[src/rtl/branch_resolver_pkg.sv]
// Shared definitions for the branch resolver: condition codes, flag bit
// positions and the FSM state encoding.
package branch_resolver_pkg;

  localparam logic [2:0] COND_AL = 3'b000;
  localparam logic [2:0] COND_EQ = 3'b001;
  localparam logic [2:0] COND_NE = 3'b010;
  localparam logic [2:0] COND_LT = 3'b011;
  localparam logic [2:0] COND_GE = 3'b100;
  localparam logic [2:0] COND_GT = 3'b101;
  localparam logic [2:0] COND_LE = 3'b110;
  localparam logic [2:0] COND_NV = 3'b111;

  // Bit positions inside the latched {N,Z,V} flag vector.
  localparam int FLAG_N = 2;
  localparam int FLAG_Z = 1;
  localparam int FLAG_V = 0;

  typedef enum logic [1:0] {
    ST_IDLE = 2'd0,
    ST_WAIT = 2'd1,
    ST_EVAL = 2'd2,
    ST_HOLD = 2'd3
  } state_e;

  // Always/never branches resolve without looking at the flags.
  function automatic logic cond_is_static(input logic [2:0] cond);
    return (cond == COND_AL) || (cond == COND_NV);
  endfunction

endpackage

[src/rtl/branch_resolver_if.sv]
// Bundle of ALU-flag, branch-request and resolution signals for the resolver.
interface branch_resolver_if #(
  parameter int DATA_W = 16
);
  logic              alu_en;
  logic              alu_zero;
  logic              alu_negative;
  logic              alu_overflow;
  logic              flag_clear;

  logic              br_valid;
  logic              br_ready;
  logic [2:0]        br_cond;
  logic [DATA_W-1:0] br_pc;
  logic [DATA_W-1:0] br_offset;

  logic              res_valid;
  logic              res_ready;
  logic              res_taken;
  logic [DATA_W-1:0] res_target;

  logic [2:0]        flags_out;
  logic              flags_valid;

  modport master (
    output alu_en, alu_zero, alu_negative, alu_overflow, flag_clear,
    output br_valid, br_cond, br_pc, br_offset, res_ready,
    input  br_ready, res_valid, res_taken, res_target, flags_out, flags_valid
  );

  modport slave (
    input  alu_en, alu_zero, alu_negative, alu_overflow, flag_clear,
    input  br_valid, br_cond, br_pc, br_offset, res_ready,
    output br_ready, res_valid, res_taken, res_target, flags_out, flags_valid
  );
endinterface

[src/rtl/branch_resolver_cond_eval.sv]
// Combinational condition-code evaluator over a latched {N,Z,V} flag vector.
module cond_eval
  import branch_resolver_pkg::*;
(
  input  logic [2:0] cond,
  input  logic [2:0] flags,
  output logic       taken
);
  logic z;
  logic lt;

  assign z  = flags[FLAG_Z];
  // Signed less-than: negative result unless the subtraction overflowed.
  assign lt = flags[FLAG_N] ^ flags[FLAG_V];

  always_comb begin
    taken = 1'b0;
    case (cond)
      COND_AL: taken = 1'b1;
      COND_EQ: taken = z;
      COND_NE: taken = ~z;
      COND_LT: taken = lt;
      COND_GE: taken = ~lt;
      COND_GT: taken = ~z & ~lt;
      COND_LE: taken = z | lt;
      COND_NV: taken = 1'b0;
      default: taken = 1'b0;
    endcase
  end
endmodule

[src/rtl/branch_resolver.sv]
// Branch resolver: latches ALU flags, accepts one branch at a time, waits for
// valid flags if needed, then presents taken/target until the consumer accepts.
module branch_resolver
  import branch_resolver_pkg::*;
#(
  parameter int DATA_W = 16
) (
  input logic               clk,
  input logic               reset,
  branch_resolver_if.slave  bus
);
  localparam logic [DATA_W-1:0] ONE = DATA_W'(1);

  state_e            state_q, state_d;
  logic [2:0]        flags_q, flags_d;
  logic              fvalid_q, fvalid_d;
  logic [2:0]        cond_q, cond_d;
  logic [DATA_W-1:0] pc_q, pc_d;
  logic [DATA_W-1:0] off_q, off_d;
  logic              taken_q, taken_d;
  logic [DATA_W-1:0] target_q, target_d;
  logic              eval_taken;

  cond_eval u_cond_eval (
    .cond  (cond_q),
    .flags (flags_q),
    .taken (eval_taken)
  );

  // Flag register: a fresh ALU result always wins over a flush.
  always_comb begin
    flags_d  = flags_q;
    fvalid_d = fvalid_q;
    if (bus.alu_en) begin
      flags_d[FLAG_N] = bus.alu_negative;
      flags_d[FLAG_Z] = bus.alu_zero;
      flags_d[FLAG_V] = bus.alu_overflow;
      fvalid_d        = 1'b1;
    end else if (bus.flag_clear) begin
      fvalid_d = 1'b0;
    end
  end

  always_comb begin
    state_d  = state_q;
    cond_d   = cond_q;
    pc_d     = pc_q;
    off_d    = off_q;
    taken_d  = taken_q;
    target_d = target_q;
    case (state_q)
      ST_IDLE: begin
        if (bus.br_valid) begin
          cond_d = bus.br_cond;
          pc_d   = bus.br_pc;
          off_d  = bus.br_offset;
          // Flags arriving on the accept edge are in the register by EVAL.
          if (cond_is_static(bus.br_cond) || fvalid_q || bus.alu_en)
            state_d = ST_EVAL;
          else
            state_d = ST_WAIT;
        end
      end
      ST_WAIT: begin
        if (bus.alu_en) state_d = ST_EVAL;
      end
      ST_EVAL: begin
        taken_d  = eval_taken;
        target_d = pc_q + (eval_taken ? off_q : ONE);
        state_d  = ST_HOLD;
      end
      ST_HOLD: begin
        if (bus.res_ready) state_d = ST_IDLE;
      end
      default: state_d = ST_IDLE;
    endcase
  end

  always_ff @(posedge clk or posedge reset) begin
    if (reset) begin
      state_q  <= ST_IDLE;
      flags_q  <= '0;
      fvalid_q <= 1'b0;
      cond_q   <= '0;
      pc_q     <= '0;
      off_q    <= '0;
      taken_q  <= 1'b0;
      target_q <= '0;
    end else begin
      state_q  <= state_d;
      flags_q  <= flags_d;
      fvalid_q <= fvalid_d;
      cond_q   <= cond_d;
      pc_q     <= pc_d;
      off_q    <= off_d;
      taken_q  <= taken_d;
      target_q <= target_d;
    end
  end

  assign bus.br_ready    = (state_q == ST_IDLE);
  assign bus.res_valid   = (state_q == ST_HOLD);
  assign bus.res_taken   = taken_q;
  assign bus.res_target  = target_q;
  assign bus.flags_out   = flags_q;
  assign bus.flags_valid = fvalid_q;
endmodule
[src/flat_wrapper.sv]
// flat-port wrapper written by rule: the top's interface ports become plain ports
module branch_resolver_flat import branch_resolver_pkg::*;
#(
  parameter int DATA_W = 16
)
  (clk, reset, bus_alu_en, bus_alu_zero, bus_alu_negative, bus_alu_overflow, bus_flag_clear, bus_br_valid, bus_br_cond, bus_br_pc, bus_br_offset, bus_res_ready, bus_br_ready, bus_res_valid, bus_res_taken, bus_res_target, bus_flags_out, bus_flags_valid);
  branch_resolver_if #(.DATA_W(DATA_W)) bus_i ();
  input logic clk;
  input logic reset;
  input wire logic [$bits(bus_i.alu_en)-1:0] bus_alu_en;
  input wire logic [$bits(bus_i.alu_zero)-1:0] bus_alu_zero;
  input wire logic [$bits(bus_i.alu_negative)-1:0] bus_alu_negative;
  input wire logic [$bits(bus_i.alu_overflow)-1:0] bus_alu_overflow;
  input wire logic [$bits(bus_i.flag_clear)-1:0] bus_flag_clear;
  input wire logic [$bits(bus_i.br_valid)-1:0] bus_br_valid;
  input wire logic [$bits(bus_i.br_cond)-1:0] bus_br_cond;
  input wire logic [$bits(bus_i.br_pc)-1:0] bus_br_pc;
  input wire logic [$bits(bus_i.br_offset)-1:0] bus_br_offset;
  input wire logic [$bits(bus_i.res_ready)-1:0] bus_res_ready;
  output wire logic [$bits(bus_i.br_ready)-1:0] bus_br_ready;
  output wire logic [$bits(bus_i.res_valid)-1:0] bus_res_valid;
  output wire logic [$bits(bus_i.res_taken)-1:0] bus_res_taken;
  output wire logic [$bits(bus_i.res_target)-1:0] bus_res_target;
  output wire logic [$bits(bus_i.flags_out)-1:0] bus_flags_out;
  output wire logic [$bits(bus_i.flags_valid)-1:0] bus_flags_valid;
  assign bus_i.alu_en = bus_alu_en;
  assign bus_i.alu_zero = bus_alu_zero;
  assign bus_i.alu_negative = bus_alu_negative;
  assign bus_i.alu_overflow = bus_alu_overflow;
  assign bus_i.flag_clear = bus_flag_clear;
  assign bus_i.br_valid = bus_br_valid;
  assign bus_i.br_cond = bus_br_cond;
  assign bus_i.br_pc = bus_br_pc;
  assign bus_i.br_offset = bus_br_offset;
  assign bus_i.res_ready = bus_res_ready;
  assign bus_br_ready = bus_i.br_ready;
  assign bus_res_valid = bus_i.res_valid;
  assign bus_res_taken = bus_i.res_taken;
  assign bus_res_target = bus_i.res_target;
  assign bus_flags_out = bus_i.flags_out;
  assign bus_flags_valid = bus_i.flags_valid;
  branch_resolver #(.DATA_W(DATA_W)) u_core (.clk(clk), .reset(reset), .bus(bus_i));
endmodule
[config.mk]
export PLATFORM = sky130hd
export DESIGN_NAME = branch_resolver_flat
export DESIGN_NICKNAME = d
export VERILOG_FILES = /design/src/rtl/branch_resolver_pkg.sv /design/src/rtl/branch_resolver_if.sv /design/src/rtl/branch_resolver_cond_eval.sv /design/src/rtl/branch_resolver.sv /design/src/flat_wrapper.sv
export SDC_FILE = /design/constraint.sdc
export NUM_CORES = 1
export LEC_CHECK = 0
export BUFFER_PORTS_ARGS = -buffer_cell sky130_fd_sc_hd__buf_2
export CAP_MARGIN = 20
export CORE_AREA = 2 2 106 108
export CTS_CLUSTER_SIZE = 30
export DETAILED_ROUTE_END_ITERATION = 12
export DIE_AREA = 0 0 108 110
export SYNTH_ARGS = -nofsm -noshare
export SYNTH_HDL_FRONTEND = slang
export SYNTH_HIERARCHICAL = 1
export SYNTH_SLANG_ARGS = --single-unit
export TNS_END_PERCENT = 10
[constraint.sdc]
create_clock -name clk -period 3.4 [get_ports clk]
set_clock_uncertainty 0.15 [all_clocks]
set_input_delay 0 -clock clk [delete_from_list [all_inputs] [get_ports clk]]
set_output_delay 0 -clock clk [all_outputs]
set_load 0.02 [all_outputs]
==> metrics.cfg, run 1 <==
[job]
maxCapViolations=0

[floorplanning]
die_h_um=110
die-area_um2=11900
design.portCount=67
num_rows=38
die_x_um=108
initial_core_util_pct=29.3
coreArea_um2=10700

[routing]
vias_per_cell=4.72
wl_per_cell_um=13.7
finalWirelength_um=7450
detail-route-antenna-nets=0
first_pass_iters=5
drc=0
vias=2569
drt_iter0_markers=77

[global_routing]
grt_pass1_wl_um=12200
grt_max_degree=36
busiest_layer=met2
gr-usage-met3_pct=4.41
use_met1_pct=16.0
globalRouteOverflowTotal=0
grt_antenna_before_repair=0
met2_usage_pct=22.1
grt_pass1_vias=2594
globalRouteTotalUtil_pct=13.1

[cts]
htree_num_levels=3
cts_num_sinks=58
insertion_delay_ps=330
cts_tree=yes
cts.reportedPaths.clkPinSlew_ps=70
root_buffer=clkbuf_8
postCtsSetupRepairBufs=0
cts_buffers=9
clockBufferDepth=2

[synth]
synthArstFlopShare_pct=100
synth_area_um2=3140
synthesis.nets=336
syn-instance-count=272
synth_area_per_cell_um2=11.5
yosys_most_used_dff=dfrtp_1
seq_area_frac_synth_pct=46.3
synth_edf_count=0
yosysWarnings=6
ys_ff_latch=58
ys_types=45

[layout]
finalInstanceArea_um2=4410
final_util_pct=41.2
regArea_um2=1450
fillers=1050
multiInputGateArea_um2=1650
fin_nets=464
area_delta_synth_final_pct=40.5
layout-drive-gt1-share_pct=38.4
n_antenna_cell=0

[sta]
relSlewSlack_pct=53.5
maxSlewViolCount=0
hold_viol_final=0
finalSetupViolations=0
worst_pin_slew_ps=697
min_period_ps=3260
fmax_mhz=307
fin_crit_sh_pct=95.8
rsz0062_at_grt=true

[placed_design]
port_buffers=66
gp_congestion=0.807
dp_hpwl_um=5270
place_area_um2=3700

[worst_setup_path]
cp.required_ps=3420
max_stage_delay_ps=530
cp_max_fo=10
cp_slowest_cell=or4b_1
start_kind=register
critical_path.top_delay_family=compound AO/OA/AOI/OAI gates
end_kind=register
cp_cell_sequence=or4b_1, o311ai_2, a211oi_4, buf_4, and2_1, ha_1, a21o_1, a31oi_1, o21a_1, a211o_1, o221ai_1
critical_path_class=reg2reg
rrSetupSlack_ps=140
worst-path-buf-inv=1
worstPathArrival_ps=3270

[power]
leakagePower_nw=2.02
ir_drop_mv=0.450
powerDensity_nw_per_um2=1100

[status]
status=complete, no violations

[min_path]
hold_class=in2reg

==> registers in the layout, indices dropped and copies added (netlist names) <==
register and flops:
u_core/off_q 16, u_core/bus.flags_valid 1, u_core/state_q 2, u_core/bus.flags_out 3, u_core/bus.res_target 16, u_core/pc_q 16
u_core/bus.res_taken 1, u_core/cond_q 3
==> cell type report <==
type	instances	area share [%]
Multi-Input combinational cell	194	37.4
Sequential cell	58	33.0
Timing Repair Buffer	126	20.4
Clock buffer	13	4.06
Tap cell	140	3.98
Inverter	11	0.937
Clock inverter	2	0.227
==> synthesized netlist by cell type, types with 3 or more instances <==
library cell	n	area (µm²)
o21a_1	3	22.5
dfrtp_1	58	1450
xnor2_1	7	61.3
ha_1	19	238
inv_1	11	41.3
a21oi_1	12	60.1
a21o_1	5	37.5
nand4_1	4	25.0
and2_1	15	93.8
nand2_1	16	60.1
clkbuf_1	9	33.8
nor2b_1	4	25.0
nor3_1	3	15.0
nor2_1	9	33.8
xor2_1	4	35.0
o21ai_0	8	40.0
mux2_2	49	552
o311ai_0	3	26.3
==> kinds of logic after synthesis <==
group	after synthesis	share of synthesized area, %
AO/OA/AOI/OAI	53	12.2
XOR/XNOR	11	3.07
adder cells (fa/ha/maj)	20	8.22
buffers and inverters	20	2.39
flip-flops	58	46.3
multiplexers	50	17.9
AND/OR/NAND/NOR	60	9.94
==> per-stage QoR <==
step | std cells | setup WS (ps) | setup TNS [ps] | total power, mW | hold slack (ps)
2_1_floorplan | 272 | 95.5 | 0 | 3.31 | -53.6
3_3_place_gp | 482 | 152 | 0 | 4.03 | 6.04
3_5_place_dp | 482 | 47.6 | 0 | 4.10 | 6.41
4_1_cts | 544 | 14.4 | 0 | 4.80 | 19.0
5_1_grt | 544 | -85.5 | -232 | 5.24 | 52.2
6_report | 544 | 144 | 0 | 4.83 | 52.3
==> worst reg2reg max path, stage by stage (launching register included) <==
cell and delay [ps]:
dfrtp_2 440, or4b_1 530, o311ai_2 130, a211oi_4 90
buf_4 180, and2_1 160, ha_1 330, a21o_1 230
a31oi_1 350, o21a_1 230, a211o_1 130, o221ai_1 140
==> report_power, final <==
part	total, mW	internal, mW	switching, mW
Sequential	1.25	1.05	0.205
Clock	0.598	0.338	0.260
Combinational	2.98	1.46	1.52
==> path summary, 6_finish.rpt <==
kind | start | endpoint | cells after the start
max in group asynchronous | reset | u_core/bus.res_target[10] | 4
worst max-delay path | u_core/cond_q[2] | u_core/bus.res_target[11] | 11
min in group asynchronous | reset | u_core/off_q[0] | 3
worst min register to register | u_core/bus.res_target[14] | u_core/bus.res_target[14] | 2
worst max register to register | u_core/cond_q[2] | u_core/bus.res_target[11] | 11
worst min-delay path | bus_res_ready | u_core/state_q[0] | 4
==> cells in the final DEF (no fill, tap or decap), types with 4 or more instances in the layout <==
master         instances
a21oi_1               12
o21ai_0                8
nor2b_1                4
nor2_1                 9
inv_1                 10
mux2_2                49
a21o_1                 5
nand2_1               16
nand4_1                4
buf_4                 13
and2_1                15
ha_1                  17
buf_2                 66
xor2_1                 4
clkbuf_8              13
xnor2_1                6
dfrtp_1               57
dlygate4sd3_1         47
==> what timing repair did <==
item                       in CTS  in global routing
setup endpoints to repair       0                  8
hold buffers                   47                  0
resized for setup               0                  7
hold endpoints to repair       72                  0
==> layer usage <==
layer,routed length (µm),vias to the layer above
li1,-,1246
met1,3350,1257
met2,3620,59
met3,402,7
met4,75,0
met5,0,-
Note: power is estimated with default switching activity, not from simulation.
==> inputs of run 2 (changes only) <==
- PLACE_DENSITY: default -> 0.55
- SKIP_CTS_REPAIR_TIMING: default -> 1
==> run 2 against run 1 <==
  * The flow now finishes with violations (hold timing)
  * Die area stayed put
  * Cell area is 0.82% lower
  * Critical path depth is 1 higher
  * Highest routed layer unchanged
  * Non-clock buffer count stayed put
  * Via count is 2.6% lower
  * Critical path type unchanged
==> metrics.cfg, run 2 (synthesis results as in run 1) <==
[cts]
htree_num_levels=3
cts_tree=yes
clockBufferDepth=2
cts_num_sinks=58
cts_buffers=9
insertion_delay_ps=330
cts.reportedPaths.clkPinSlew_ps=60
root_buffer=clkbuf_8

[placed_design]
place_area_um2=3710
dp_hpwl_um=5230
pre_cts_ws_ps=53.5
port_buffers=66
gp_congestion=0.730

[sta]
hold_viol_final=1
worst_pin_slew_ps=815
maxSlewViolCount=0
rsz0062_at_grt=true
min_period_ps=3290
fin_crit_sh_pct=96.8
finalSetupViolations=0
relSlewSlack_pct=45.6
fmax_mhz=304
layout_setup_ws_ps=108
hold_slack_ps=-39.0

[routing]
drt_iter0_markers=55
finalWirelength_um=7200
wl_per_cell_um=13.2
detail-route-antenna-nets=0
drc=0
vias=2502
first_pass_iters=4
vias_per_cell=4.60

[worst_setup_path]
r2r_start=u_core/cond_q[1]
start_kind=register
worstSetupStartpoint=u_core/cond_q[1]
cp_max_fo=6
rrSetupSlack_ps=110
crit_end=u_core/bus.res_target[14]
worstPathArrival_ps=3370
reg2regPathDepth=12
rr_endpoint=u_core/bus.res_target[14]
cp.required_ps=3480
end_kind=register
critical_path_class=reg2reg

[floorplanning]
num_rows=38
die_x_um=108
initial_core_util_pct=29.3
coreArea_um2=10700
die-area_um2=11900
die_h_um=110
design.portCount=67

[global_routing]
grt_pass1_vias=2399
grt_antenna_before_repair=0
globalRouteTotalUtil_pct=12.2
globalRouteOverflowTotal=0
grt_max_degree=39
grt_pass1_wl_um=11200

[job]
maxCapViolations=0

[status]
violations=hold timing
status=finished with violations

[layout]
fillers=1065
final_util_pct=40.8
n_antenna_cell=0
area_delta_synth_final_pct=39.3
finalInstanceArea_um2=4370
fin_nets=464
layout_commonest_cell=buf_2
final_cell_mix=buf_2, dfrtp_1, mux2_2
layout-drive-gt1-share_pct=38.4

[min_path]
hold_class=in2reg

[power]
finalPower_mw=4.71
ir_drop_mv=0.305
powerDensity_nw_per_um2=1080
leakagePower_nw=2.01

run 2: worst min-delay path by stage:
stage | from | endpoint | slack [ps] | cells past startpoint
floorplan | bus_flag_clear | u_core/bus.flags_valid | -50 | 1
global placement | bus_flag_clear | u_core/bus.flags_valid | 40 | 2
detailed placement | bus_flag_clear | u_core/bus.flags_valid | 50 | 2
CTS | reset | u_core/bus.flags_out[2] | -310 | 2
global route | bus_res_ready | u_core/state_q[1] | 9 | 4
finish | bus_res_ready | u_core/state_q[1] | -40 | 4
run 2: power breakdown:
group	internal, mW	switching [mW]	total (mW)
Combinational	1.42	1.49	2.92
Sequential	1.05	0.195	1.24
Clock	0.296	0.256	0.552
Total	2.76	1.95	4.71
run 2: cell type report:
cell class	count	area, µm²	area share (%)
inverters	11	41.3	0.945
clock inverters	3	15.0	0.344
flip-flops and latches	58	1450	33.2
well taps	140	175	4.01
multi-input cells	194	1640	37.5
clock buffers	12	155	3.55
repair buffers	126	893	20.4
run 2: critical path: stages (launching register included):
cell      delay (ps)
dfrtp_1          370
or4b_1           540
o311ai_2         110
a211oi_2          80
buf_4            160
and2_1           180
fa_2             380
a21o_1           220
a221oi_2         240
buf_4            180
nor4_1            70
o31a_1           300
o31ai_1          210
run 2: stage by stage:
stage / instances / TNS, ps
3_3_place_gp: 483 / 0
2_1_floorplan: 272 / 0
4_1_cts: 498 / 0
5_1_grt: 544 / -25.7
3_5_place_dp: 483 / 0
6_report: 544 / 0
run 2: layer usage:
metal | global-route usage (%) | wire length, µm | vias up
met5 | 0 | 0 | -
met2 | 19.0 | 3450 | 58
li1 | - | - | 1240
met4 | 4.95 | 153 | 0
met3 | 3.88 | 292 | 14
met1 | 15.8 | 3310 | 1190
